File: src/rtl/max_count_collector_pkg.sv
// Shared definitions for the histogram max-count collectors and their register block.
package max_count_pkg;

  localparam int DEF_DATA_ZISE  = 4;
  localparam int DEF_LENGTH_ADD = 5;
  localparam int DEF_WINDOW     = 31;

  typedef enum logic [2:0] {
    IDLE,
    CLEAR,
    COLLECT,
    SCAN,
    DONE
  } state_e;

  function automatic logic is_busy(input state_e s);
    return (s == CLEAR) || (s == COLLECT) || (s == SCAN);
  endfunction

endpackage

File: src/rtl/max_count_collector_if.sv
// Control/result bundle between the register block (master) and one collector (slave).
interface max_count_collector_if #(
  parameter int DATA_ZISE  = max_count_pkg::DEF_DATA_ZISE,
  parameter int LENGTH_ADD = max_count_pkg::DEF_LENGTH_ADD
);
  logic                  StartColl;
  logic [DATA_ZISE-1:0]  DataIn;
  logic                  DataValid;
  logic                  CollBusy;
  logic                  CollDone;
  logic [DATA_ZISE-1:0]  MaxCountData;
  logic [LENGTH_ADD-1:0] MaxCount;

  modport master (
    output StartColl, DataIn, DataValid,
    input  CollBusy, CollDone, MaxCountData, MaxCount
  );

  modport slave (
    input  StartColl, DataIn, DataValid,
    output CollBusy, CollDone, MaxCountData, MaxCount
  );
endinterface

File: src/rtl/max_count_collector_count_bank.sv
// Bin array: synchronous clear, saturating increment on one index, async read on another.
module count_bank #(
  parameter int DATA_ZISE  = 4,
  parameter int LENGTH_ADD = 5
) (
  input  logic                  FCLK_CLK1,
  input  logic                  rst,
  input  logic                  clr,
  input  logic                  en,
  input  logic [DATA_ZISE-1:0]  idx,
  input  logic [DATA_ZISE-1:0]  ridx,
  output logic [LENGTH_ADD-1:0] rdata
);
  localparam int unsigned NBINS = 2 ** DATA_ZISE;

  logic [LENGTH_ADD-1:0] bin_q [NBINS];

  always_ff @(posedge FCLK_CLK1) begin
    if (rst || clr) begin
      for (int unsigned i = 0; i < NBINS; i++) begin
        bin_q[i] <= '0;
      end
    end else if (en && (bin_q[idx] != '1)) begin
      bin_q[idx] <= bin_q[idx] + LENGTH_ADD'(1);
    end
  end

  assign rdata = bin_q[ridx];

endmodule

File: src/rtl/max_count_collector.sv
// Histogram collector: counts sample values over a window, then scans for the most frequent one.
module max_count_collector
  import max_count_pkg::*;
#(
  parameter int DATA_ZISE  = DEF_DATA_ZISE,
  parameter int LENGTH_ADD = DEF_LENGTH_ADD,
  parameter int WINDOW     = DEF_WINDOW
) (
  input logic FCLK_CLK1,
  input logic rst,
  max_count_collector_if.slave bus
);
  localparam int NBINS = 2 ** DATA_ZISE;
  localparam int CW    = $clog2(WINDOW + 1);
  localparam int IW    = DATA_ZISE + 1;

  state_e                state_q, state_d;
  logic                  start_q;
  logic                  rise;
  logic [CW-1:0]         cnt_q;
  logic [IW-1:0]         idx_q;
  logic [DATA_ZISE-1:0]  best_val_q;
  logic [LENGTH_ADD-1:0] best_cnt_q;
  logic                  busy_q, busy_d;
  logic                  done_q, load_d;
  logic [DATA_ZISE-1:0]  mdata_q;
  logic [LENGTH_ADD-1:0] mcnt_q;
  logic                  accept, last, scan_end;
  logic [LENGTH_ADD-1:0] rdata;

  assign rise     = bus.StartColl & ~start_q;
  assign accept   = (state_q == COLLECT) && bus.DataValid;
  assign last     = accept && (cnt_q == CW'(WINDOW - 1));
  assign scan_end = (idx_q == IW'(NBINS));

  count_bank #(
    .DATA_ZISE (DATA_ZISE),
    .LENGTH_ADD(LENGTH_ADD)
  ) u_bank (
    .FCLK_CLK1(FCLK_CLK1),
    .rst      (rst),
    .clr      (state_q == CLEAR),
    .en       (accept),
    .idx      (bus.DataIn),
    .ridx     (idx_q[DATA_ZISE-1:0]),
    .rdata    (rdata)
  );

  always_ff @(posedge FCLK_CLK1) begin
    if (rst) begin
      state_q <= IDLE;
      start_q <= 1'b0;
    end else begin
      state_q <= state_d;
      start_q <= bus.StartColl;
    end
  end

  always_comb begin
    state_d = state_q;
    unique case (state_q)
      IDLE:    if (rise) state_d = CLEAR;
      CLEAR:   state_d = bus.StartColl ? COLLECT : IDLE;
      COLLECT: if (!bus.StartColl) state_d = IDLE;
               else if (last)      state_d = SCAN;
      SCAN:    if (!bus.StartColl) state_d = IDLE;
               else if (scan_end)  state_d = DONE;
      DONE:    if (!bus.StartColl) state_d = IDLE;
      default: state_d = IDLE;
    endcase
  end

  // Results load only on a completed scan; an abort leaves previous results untouched.
  always_comb begin
    busy_d = is_busy(state_d);
    load_d = (state_q == SCAN) && bus.StartColl && scan_end;
  end

  always_ff @(posedge FCLK_CLK1) begin
    if (rst || (state_q == CLEAR)) begin
      cnt_q <= '0;
    end else if (accept) begin
      cnt_q <= cnt_q + CW'(1);
    end
  end

  // Strict compare keeps the earliest (lowest-valued) bin on ties.
  always_ff @(posedge FCLK_CLK1) begin
    if (rst || (state_q != SCAN)) begin
      idx_q <= '0;
    end else if (!scan_end) begin
      idx_q <= idx_q + IW'(1);
    end
    if (rst || (state_q == CLEAR)) begin
      best_val_q <= '0;
      best_cnt_q <= '0;
    end else if ((state_q == SCAN) && !scan_end && (rdata > best_cnt_q)) begin
      best_val_q <= idx_q[DATA_ZISE-1:0];
      best_cnt_q <= rdata;
    end
  end

  always_ff @(posedge FCLK_CLK1) begin
    if (rst) begin
      busy_q  <= 1'b0;
      done_q  <= 1'b0;
      mdata_q <= '0;
      mcnt_q  <= '0;
    end else begin
      busy_q <= busy_d;
      done_q <= load_d;
      if (load_d) begin
        mdata_q <= best_val_q;
        mcnt_q  <= best_cnt_q;
      end
    end
  end

  assign bus.CollBusy     = busy_q;
  assign bus.CollDone     = done_q;
  assign bus.MaxCountData = mdata_q;
  assign bus.MaxCount     = mcnt_q;

endmodule

File: src/flat_wrapper.sv
// flat-port wrapper written by rule: the top's interface ports become plain ports
module max_count_collector_flat import max_count_pkg::*;
#(
  parameter int DATA_ZISE  = DEF_DATA_ZISE,
  parameter int LENGTH_ADD = DEF_LENGTH_ADD,
  parameter int WINDOW     = DEF_WINDOW
)
  (FCLK_CLK1, rst, bus_StartColl, bus_DataIn, bus_DataValid, bus_CollBusy, bus_CollDone, bus_MaxCountData, bus_MaxCount);
  max_count_collector_if #(.DATA_ZISE(DATA_ZISE), .LENGTH_ADD(LENGTH_ADD)) bus_i ();
  input logic FCLK_CLK1;
  input logic rst;
  input wire logic [$bits(bus_i.StartColl)-1:0] bus_StartColl;
  input wire logic [$bits(bus_i.DataIn)-1:0] bus_DataIn;
  input wire logic [$bits(bus_i.DataValid)-1:0] bus_DataValid;
  output wire logic [$bits(bus_i.CollBusy)-1:0] bus_CollBusy;
  output wire logic [$bits(bus_i.CollDone)-1:0] bus_CollDone;
  output wire logic [$bits(bus_i.MaxCountData)-1:0] bus_MaxCountData;
  output wire logic [$bits(bus_i.MaxCount)-1:0] bus_MaxCount;
  assign bus_i.StartColl = bus_StartColl;
  assign bus_i.DataIn = bus_DataIn;
  assign bus_i.DataValid = bus_DataValid;
  assign bus_CollBusy = bus_i.CollBusy;
  assign bus_CollDone = bus_i.CollDone;
  assign bus_MaxCountData = bus_i.MaxCountData;
  assign bus_MaxCount = bus_i.MaxCount;
  max_count_collector #(.DATA_ZISE(DATA_ZISE), .LENGTH_ADD(LENGTH_ADD), .WINDOW(WINDOW)) u_core (.FCLK_CLK1(FCLK_CLK1), .rst(rst), .bus(bus_i));
endmodule
File: config.mk
export PLATFORM = sky130hd
export DESIGN_NAME = max_count_collector_flat
export DESIGN_NICKNAME = d
export VERILOG_FILES = /design/src/rtl/max_count_collector_pkg.sv /design/src/rtl/max_count_collector_if.sv /design/src/rtl/max_count_collector_count_bank.sv /design/src/rtl/max_count_collector.sv /design/src/flat_wrapper.sv
export SDC_FILE = /design/constraint.sdc
export NUM_CORES = 1
export LEC_CHECK = 0
export ABC_CLOCK_PERIOD_IN_PS = 3840
export CAP_MARGIN = 20
export CELL_PAD_IN_SITES_DETAIL_PLACEMENT = 1
export CELL_PAD_IN_SITES_GLOBAL_PLACEMENT = 2
export CORE_UTILIZATION = 35
export DETAILED_ROUTE_END_ITERATION = 16
export PLACE_DENSITY_LB_ADDON = 0.1
export SKIP_CTS_REPAIR_TIMING = 1
export SKIP_LAST_GASP = 1
export SLEW_MARGIN = 20
export SYNTH_ARGS = -nofsm -noshare
export SYNTH_HDL_FRONTEND = slang
export SYNTH_SLANG_ARGS = --single-unit
File: constraint.sdc
create_clock -name FCLK_CLK1 -period 3.84 [get_ports FCLK_CLK1]
set_clock_uncertainty 0.2 [all_clocks]
set_input_delay 0.576 -clock FCLK_CLK1 [delete_from_list [all_inputs] [get_ports FCLK_CLK1]]
set_output_delay 0.576 -clock FCLK_CLK1 [all_outputs]
set_load 0.03 [all_outputs]
==> summary.json, run 1 <==
{
  "status": {
    "status": "finished, final reports clean"
  },
  "yosys": {
    "synth-seq-area-share": 0.547,
    "synth.largest_area_cell": "edfxtp_1",
    "synthesis.instances": 444,
    "netlist_area_sq_mm": 0.00578,
    "synth_area_leaders": "edfxtp_1, mux4_2, dfxtp_1",
    "syn_nets": 463,
    "synth_edf_count": 80,
    "netlist.area_leader.share": 0.416,
    "synth_area_per_cell_sq_um": 13.0,
    "ys.warnings.count": 0,
    "number_of_storage_elements_in_the_synthesis_netlist": 118,
    "synth.distinct_cells": 39,
    "ys_dominant_reg_cell": "edfxtp_1",
    "synthArstFlopShare": 0
  },
  "global_route": {
    "via_count_of_the_first_global_routing_pass": 3979,
    "busiest_layer": "met2",
    "grt_usage": 0.213,
    "use_met3": 0.0456,
    "grt_start_max_net_pins": 21,
    "grt_pass1_wl_mm": 25.0,
    "use_met2": 0.352,
    "globalRouteMet1Util": 0.280,
    "initial_antenna_violation_count": 0,
    "gr-total-overflow": 0
  },
  "pwr": {
    "cellLeakagePower_nw": 2.80,
    "power_per_cell_area_mw_per_mm2": 448,
    "ir_drop_mv": 0.332,
    "fin_total_pwr_mw": 3.26
  },
  "final_layout": {
    "layout_common_cells": "nor2_1, edfxtp_1, buf_4, mux4_2, dfxtp_1",
    "multi_input_area_sq_mm": 0.00253,
    "final_util": 0.455,
    "final_layout_size_suffix_gt1_frac": 0.316,
    "filler_cell_count": 1682,
    "finish.net_count": 535,
    "layout.area.seq_sq_mm": 0.00316,
    "post_route_insts_no_fill": 745,
    "n_antenna_cell": 0,
    "synthToLayoutAreaGrowth_pct": 26.0,
    "layout_commonest_cell": "nor2_1",
    "layout.cell_area.non_filler_sq_mm": 0.00728
  },
  "sta": {
    "min_period_ns": 3.62,
    "timing_max_transition_violations_final": 0,
    "max-slew-margin-rel": 0.563,
    "max_slew.worst_pin.slew_ns": 0.654,
    "timing.fmax_ghz": 0.276,
    "rsz0062_at_grt": "false",
    "final-setup-viol-count": 0,
    "final.hold.worst_slack_ns": 0.285,
    "final_report_hold_violation_count": 0,
    "final_min_period_over_clock_period": 0.942
  },
  "clock_tree": {
    "tritoncts.num_buffers": 17,
    "clock_sink_count": 118,
    "clkLatencyLatePin_ns": 0.42,
    "tritoncts": "yes",
    "cts.reportedPaths.clkPinSlew_ns": 0.06,
    "max-clock-path-buffers": 2,
    "htree_levels": 4,
    "cts_root_buffer": "clkbuf_16"
  },
  "worst_setup_path": {
    "timing.setup.critical_path_class": "primary input to flip-flop",
    "worst_setup_path_end_kind": "flip-flop",
    "cp-start-kind": "primary input",
    "worst-path-max-fanout": 5,
    "arrival_ns": 3.54,
    "crit_required_ns": 3.76
  },
  "placed_design": {
    "hpwlAfterDp_mm": 12.0,
    "io_buffers": 18,
    "numPlacedInstances": 706,
    "placed_cell_area_sq_mm": 0.00664,
    "globalplace.congestion": 0.843
  },
  "die": {
    "die_span_y_um": 131,
    "design.portCount": 19,
    "fp.dieArea_sq_mm": 0.0170,
    "placement_rows": 46,
    "initial_core_utilization": 0.361,
    "core_area_sq_mm": 0.0160,
    "die_width_um": 131
  },
  "detailed_routing": {
    "detail_route.first_pass.iterations": 4,
    "drtIter0Drc": 272,
    "drt_via_density": 5.26,
    "route.final.wire_length_mm": 17.0,
    "routed_antenna_nets": 0,
    "num_vias": 3917,
    "drc": 0,
    "avgRoutedWirePerCell_um": 22.8
  },
  "worst_hold_path": {
    "hold_path_class": "flip-flop to flip-flop"
  },
  "job": {
    "maxCapViolations": 0
  }
}
final timing paths:
kind / slack [ns] / depth (start not counted) / to / startpoint
setup / recovery: 0.22 / 13 / u_core.u_bank.bin_q[4][4] / bus_DataIn[0]
hold / removal: 0.29 / 2 / u_core.bus.MaxCount[3] / u_core.bus.MaxCount[3]
setup reg to reg: 0.30 / 10 / u_core.best_val_q[0] / flip-flop
hold reg to reg: 0.29 / 2 / u_core.bus.MaxCount[3] / u_core.bus.MaxCount[3]
cell usage after synthesis, types with 5 or more instances:
| cell | number |
|---|---|
| a21oi_1 | 6 |
| a22oi_1 | 5 |
| buf_2 | 6 |
| clkbuf_1 | 15 |
| dfxtp_1 | 38 |
| edfxtp_1 | 80 |
| ha_1 | 11 |
| inv_1 | 11 |
| mux2i_1 | 15 |
| mux4_1 | 8 |
| mux4_2 | 40 |
| nand2_1 | 42 |
| nand3_1 | 5 |
| nor2_1 | 111 |
| nor2_2 | 10 |
| xor2_1 | 5 |
worst max-delay path, cell delays in order:
cell and delay [ns]:
dlymetal6s2s_1 0.27, buf_12 0.18, mux4_1 0.56, mux4_2 0.54, ha_4 0.21, and3_1 0.15, ha_1 0.20, nor2_2 0.15
nand2_4 0.10, nor3_2 0.19, buf_4 0.17, nand2_1 0.08, nand2_2 0.15
power by group:
group	switching [mW]	internal, mW	leakage (nW)
combinational	0.206	0.153	1.38
sequential	0.0417	1.41	1.15
clock	0.562	0.891	0.264
layer usage:
metal	wire, um	share of wire
met3	630	0.037
met1	7740	0.45
met5	0	0
met4	279	0.016
met2	8370	0.49
through the flow:
| stage | setup slack [ns] | TNS [ns] |
|---|---|---|
| final | 0.221 | 0 |
| after global placement | -0.508 | -58.26 |
| after global routing | 0.0995 | 0 |
| after floorplan | -0.000824 | -0.00792 |
| after detailed placement | -0.515 | -64.43 |
| after CTS | -0.0892 | -2.38 |
cells by family (layout without fill, tap and decap cells):
family          count (synthesis)  in the layout  share of synthesized area
compound gates                 17             17                     0.0195
flops                         118            118                      0.547
mux                            63             63                      0.218
simple gates                  189            189                      0.140
fa+ha+maj                      11             11                     0.0238
buf+inv                        36            121                     0.0314
xor+xnor                       10             10                     0.0197
final cells by class:
cell class	instances	area share
Clock buffer	27	0.0693
Clock inverter	5	0.00344
Inverter	11	0.00567
Multi-Input combinational cell	290	0.348
Tap cell	216	0.0371
Timing Repair Buffer	78	0.102
Sequential cell	118	0.435
registers in the layout (all words and copies together), names as in the netlist, named ones only:
name                     cells
u_core.start_q               1
u_core.best_cnt_q            5
u_core.best_val_q            4
u_core.idx_q                 5
u_core.cnt_q                 5
u_core.bus.CollBusy          1
u_core.bus.CollDone          1
u_core.state_q               3
u_core.u_bank.bin_q         80
u_core.bus.MaxCountData      4
u_core.bus.MaxCount          5
No activity file was read; power rests on OpenSTA's default activity.
==> inputs of run 2 (changes only) <==
--- a/config.mk
+++ b/config.mk
@@ -11,7 +11,9 @@
 export CELL_PAD_IN_SITES_GLOBAL_PLACEMENT = 2
 export CORE_UTILIZATION = 35
 export DETAILED_ROUTE_END_ITERATION = 16
+export MAX_ROUTING_LAYER = met4
 export PLACE_DENSITY_LB_ADDON = 0.1
+export SETUP_SLACK_MARGIN = 0.3
 export SKIP_CTS_REPAIR_TIMING = 1
 export SKIP_LAST_GASP = 1
 export SLEW_MARGIN = 20
==> summary.json, run 2 (synthesis gave the netlist of run 1 again) <==
{
  "pwr": {
    "switchingPower": {"value": 795, "unit": "uW", "change": "-1.7%"},
    "fin_total_pwr": {"value": 3.37, "unit": "mW", "change": "+3.4%"},
    "power_frac_clock": {"value": 0.461, "change": "+0.016"},
    "p_seq_frac": {"value": 0.431, "change": "-0.014"},
    "p_int": {"value": 2.58, "unit": "mW", "change": "+5.0%"},
    "switching_share": {"value": 0.236, "change": "-0.0122"},
    "ir_drop": {"value": 0.330, "unit": "mV", "change": "-0.58%"},
    "cellLeakagePower": {"value": 2.85, "unit": "nW", "change": "+1.7%"},
    "power_per_cell_area": {"value": 454, "unit": "mW/mm^2", "change": "+1.3%"},
    "power_frac_comb": {"value": 0.109, "change": "about the same"}
  },
  "detailed_routing": {
    "drtIter0Drc": {"value": 312, "change": "+15%"},
    "drt_via_density": {"value": 5.17, "change": "-1.7%"},
    "num_vias": {"value": 3870, "change": "-1.2%"},
    "routed_antenna_nets": {"value": 0, "change": "unchanged"},
    "avgRoutedWirePerCell": {"value": 21.8, "unit": "um", "change": "-4.3%"},
    "detail_route.first_pass.iterations": {"value": 4, "change": "unchanged"},
    "route.final.wire_length": {"value": 16.4, "unit": "mm", "change": "-3.8%"},
    "drc": {"value": 0, "change": "unchanged"}
  },
  "sta": {
    "final.hold.worst_slack": {"value": 0.292, "unit": "ns", "change": "+0.00608 ns"},
    "timing.fmax": {"value": 0.288, "unit": "GHz", "change": "+4.3%"},
    "max_slew.worst_pin.slew": {"value": 0.658, "unit": "ns", "change": "+0.00392 ns"},
    "final_min_period_over_clock_period": {"value": 0.904, "change": "-0.0390"},
    "min_period": {"value": 3.47, "unit": "ns", "change": "-0.150 ns"},
    "final_report_hold_violation_count": {"value": 0, "change": "unchanged"},
    "final-setup-viol-count": {"value": 0, "change": "unchanged"},
    "rsz0062_at_grt": "true",
    "max-slew-margin-rel": {"value": 0.560, "change": "-0.00262"},
    "timing_max_transition_violations_final": {"value": 0, "change": "unchanged"}
  },
  "die": {
    "core_area": {"value": 0.0160, "unit": "sq mm", "change": "unchanged"},
    "initial_core_utilization": {"value": 0.361, "change": "unchanged"},
    "die_width": {"value": 131, "unit": "um", "change": "unchanged"},
    "placement_rows": {"value": 46, "change": "unchanged"},
    "fp.dieArea": {"value": 0.0170, "unit": "sq mm", "change": "unchanged"},
    "design.portCount": {"value": 19, "change": "unchanged"},
    "die_span_y": {"value": 131, "unit": "um", "change": "unchanged"}
  },
  "global_route": {
    "use_met2": {"value": 0.346, "change": "-0.00591"},
    "use_met3": {"value": 0.0468, "change": "+0.00122"},
    "initial_antenna_violation_count": {"value": 0, "change": "unchanged"},
    "via_count_of_the_first_global_routing_pass": {"value": 4020, "change": "+1.0%"},
    "grt_pass1_wl": {"value": 24.7, "unit": "mm", "change": "-1.3%"},
    "grt_usage": {"value": 0.216, "change": "+0.00323"},
    "globalRouteMet1Util": {"value": 0.272, "change": "-0.00726"},
    "busiest_layer": "met2",
    "gr-total-overflow": {"value": 0, "change": "unchanged"},
    "grt_start_max_net_pins": {"value": 21, "change": "unchanged"}
  },
  "worst_setup_path": {
    "arrival": {"value": 3.39, "unit": "ns", "change": "-0.15 ns"},
    "crit_required": {"value": 3.77, "unit": "ns", "change": "about the same"},
    "timing.setup.critical_path_class": "primary input to flip-flop",
    "cp-start-kind": "primary input",
    "worst-path-max-fanout": {"value": 8, "change": "+3"},
    "worst_setup_path_end_kind": "flip-flop"
  },
  "clock_tree": {
    "max-clock-path-buffers": {"value": 2, "change": "unchanged"},
    "clkLatencyLatePin": {"value": 0.42, "unit": "ns", "change": "about the same"},
    "cts.reportedPaths.clkPinSlew": {"value": 0.05, "unit": "ns", "change": "about the same"},
    "cts_root_buffer": "clkbuf_16",
    "htree_levels": {"value": 4, "change": "unchanged"},
    "clock_sink_count": {"value": 118, "change": "unchanged"},
    "tritoncts.num_buffers": {"value": 17, "change": "unchanged"},
    "tritoncts": "yes"
  },
  "final_layout": {
    "layout.area.seq": {"value": 0.00316, "unit": "sq mm", "change": "unchanged"},
    "filler_cell_count": {"value": 1677, "change": "-0.30%"},
    "final_util": {"value": 0.464, "change": "+0.00938"},
    "finish.net_count": {"value": 539, "change": "+0.75%"},
    "layout_commonest_cell": "nor2_1",
    "multi_input_area": {"value": 0.00258, "unit": "sq mm", "change": "+1.9%"},
    "regMostFlops": "u_core.u_bank.bin_q",
    "flip_flop_count_of_the_largest_register_all_copies_and_words_added": {"value": 80, "change": "unchanged"},
    "synthToLayoutAreaGrowth_pct": 28.6,
    "layout_common_cells": "nor2_1, edfxtp_1, buf_4, mux4_2, dfxtp_1",
    "final_layout_size_suffix_gt1_frac": {"value": 0.336, "change": "+0.0201"},
    "n_antenna_cell": {"value": 0, "change": "unchanged"}
  },
  "worst_hold_path": {
    "hold_path_class": "flip-flop to flip-flop"
  },
  "status": {
    "status": "finished, final reports clean"
  },
  "placed_design": {
    "globalplace.congestion": {"value": 0.862, "change": "+2.3%"},
    "io_buffers": {"value": 18, "change": "unchanged"},
    "hpwlAfterDp": {"value": 12.1, "unit": "mm", "change": "+1.1%"}
  },
  "job": {
    "maxCapViolations": {"value": 0, "change": "unchanged"}
  }
}
[run 2: critical path, cell delays in order]
cell	delay (ns)
clkdlybuf4s50_1	0.48
buf_6	0.16
buf_12	0.14
mux4_2	0.31
mux4_2	0.52
and3_4	0.20
ha_4	0.16
nor2_4	0.09
nand2_4	0.10
nor3b_4	0.27
buf_4	0.17
nand2_1	0.08
nand2_2	0.13
[run 2: cell type report]
type | count | area share
Tap cell | 216 | 0.0364
Clock buffer | 20 | 0.0588
Timing Repair Buffer | 82 | 0.108
Clock inverter | 12 | 0.0182
Sequential cell | 118 | 0.426
Inverter | 11 | 0.00556
Multi-Input combinational cell | 290 | 0.347
[run 2: power by group through the flow]
stage	clock [mW]	combinational, mW	sequential, mW
finish	1.55	0.366	1.45
global route	1.63	0.390	1.45
CTS	1.59	0.355	1.45
detailed placement	0	0.354	1.47
global placement	0	0.351	1.48
floorplan	0	0.203	1.45
[run 2: path summary, 6_finish.rpt]
path | from | to | slack (ns) | cells after the start
worst max-delay path | bus_DataIn[1] | u_core.u_bank.bin_q[2][1] | 0.37 | 13
worst min-delay path | u_core.best_val_q[2] | u_core.bus.MaxCountData[2] | 0.29 | 2
worst max register to register | u_core.u_bank.bin_q[6][0] | u_core.u_bank.bin_q[2][1] | 0.52 | 11
worst min register to register | u_core.best_val_q[2] | u_core.bus.MaxCountData[2] | 0.29 | 2
[run 2: metal layers]
layer	share of wire	routed length, um	up-vias
met3	0.053	861	18
met5	0	0	-
li1	-	-	1772
met1	0.44	7280	1978
met4	0.017	283	0
met2	0.49	7940	102
[run 2: metrics by stage]
step / cell area [sq um] / TNS [ns] / cells / setup WS, ns
global placement: 6720 / -29.98 / 709 / -0.298
global route: 7430 / 0 / 749 / 0.285
CTS: 7290 / 0 / 741 / 0.0857
detailed placement: 6720 / -38.85 / 709 / -0.349
floorplan: 5890 / 0 / 444 / 0.188
finish: 7430 / 0 / 749 / 0.371
==> inputs of run 3 (changes only) <==
--- a/config.mk
+++ b/config.mk
@@ -5,6 +5,7 @@
 export SDC_FILE = /design/constraint.sdc
 export NUM_CORES = 1
 export LEC_CHECK = 0
+export ABC_AREA = 0
 export ABC_CLOCK_PERIOD_IN_PS = 3840
 export CAP_MARGIN = 20
 export CELL_PAD_IN_SITES_DETAIL_PLACEMENT = 1
@@ -16,7 +17,6 @@
 export SETUP_SLACK_MARGIN = 0.3
 export SKIP_CTS_REPAIR_TIMING = 1
 export SKIP_LAST_GASP = 1
-export SLEW_MARGIN = 20
 export SYNTH_ARGS = -nofsm -noshare
 export SYNTH_HDL_FRONTEND = slang
 export SYNTH_SLANG_ARGS = --single-unit
==> results of run 3 <==
No change in the layout: final DEF, timing and power equal those of run 2.
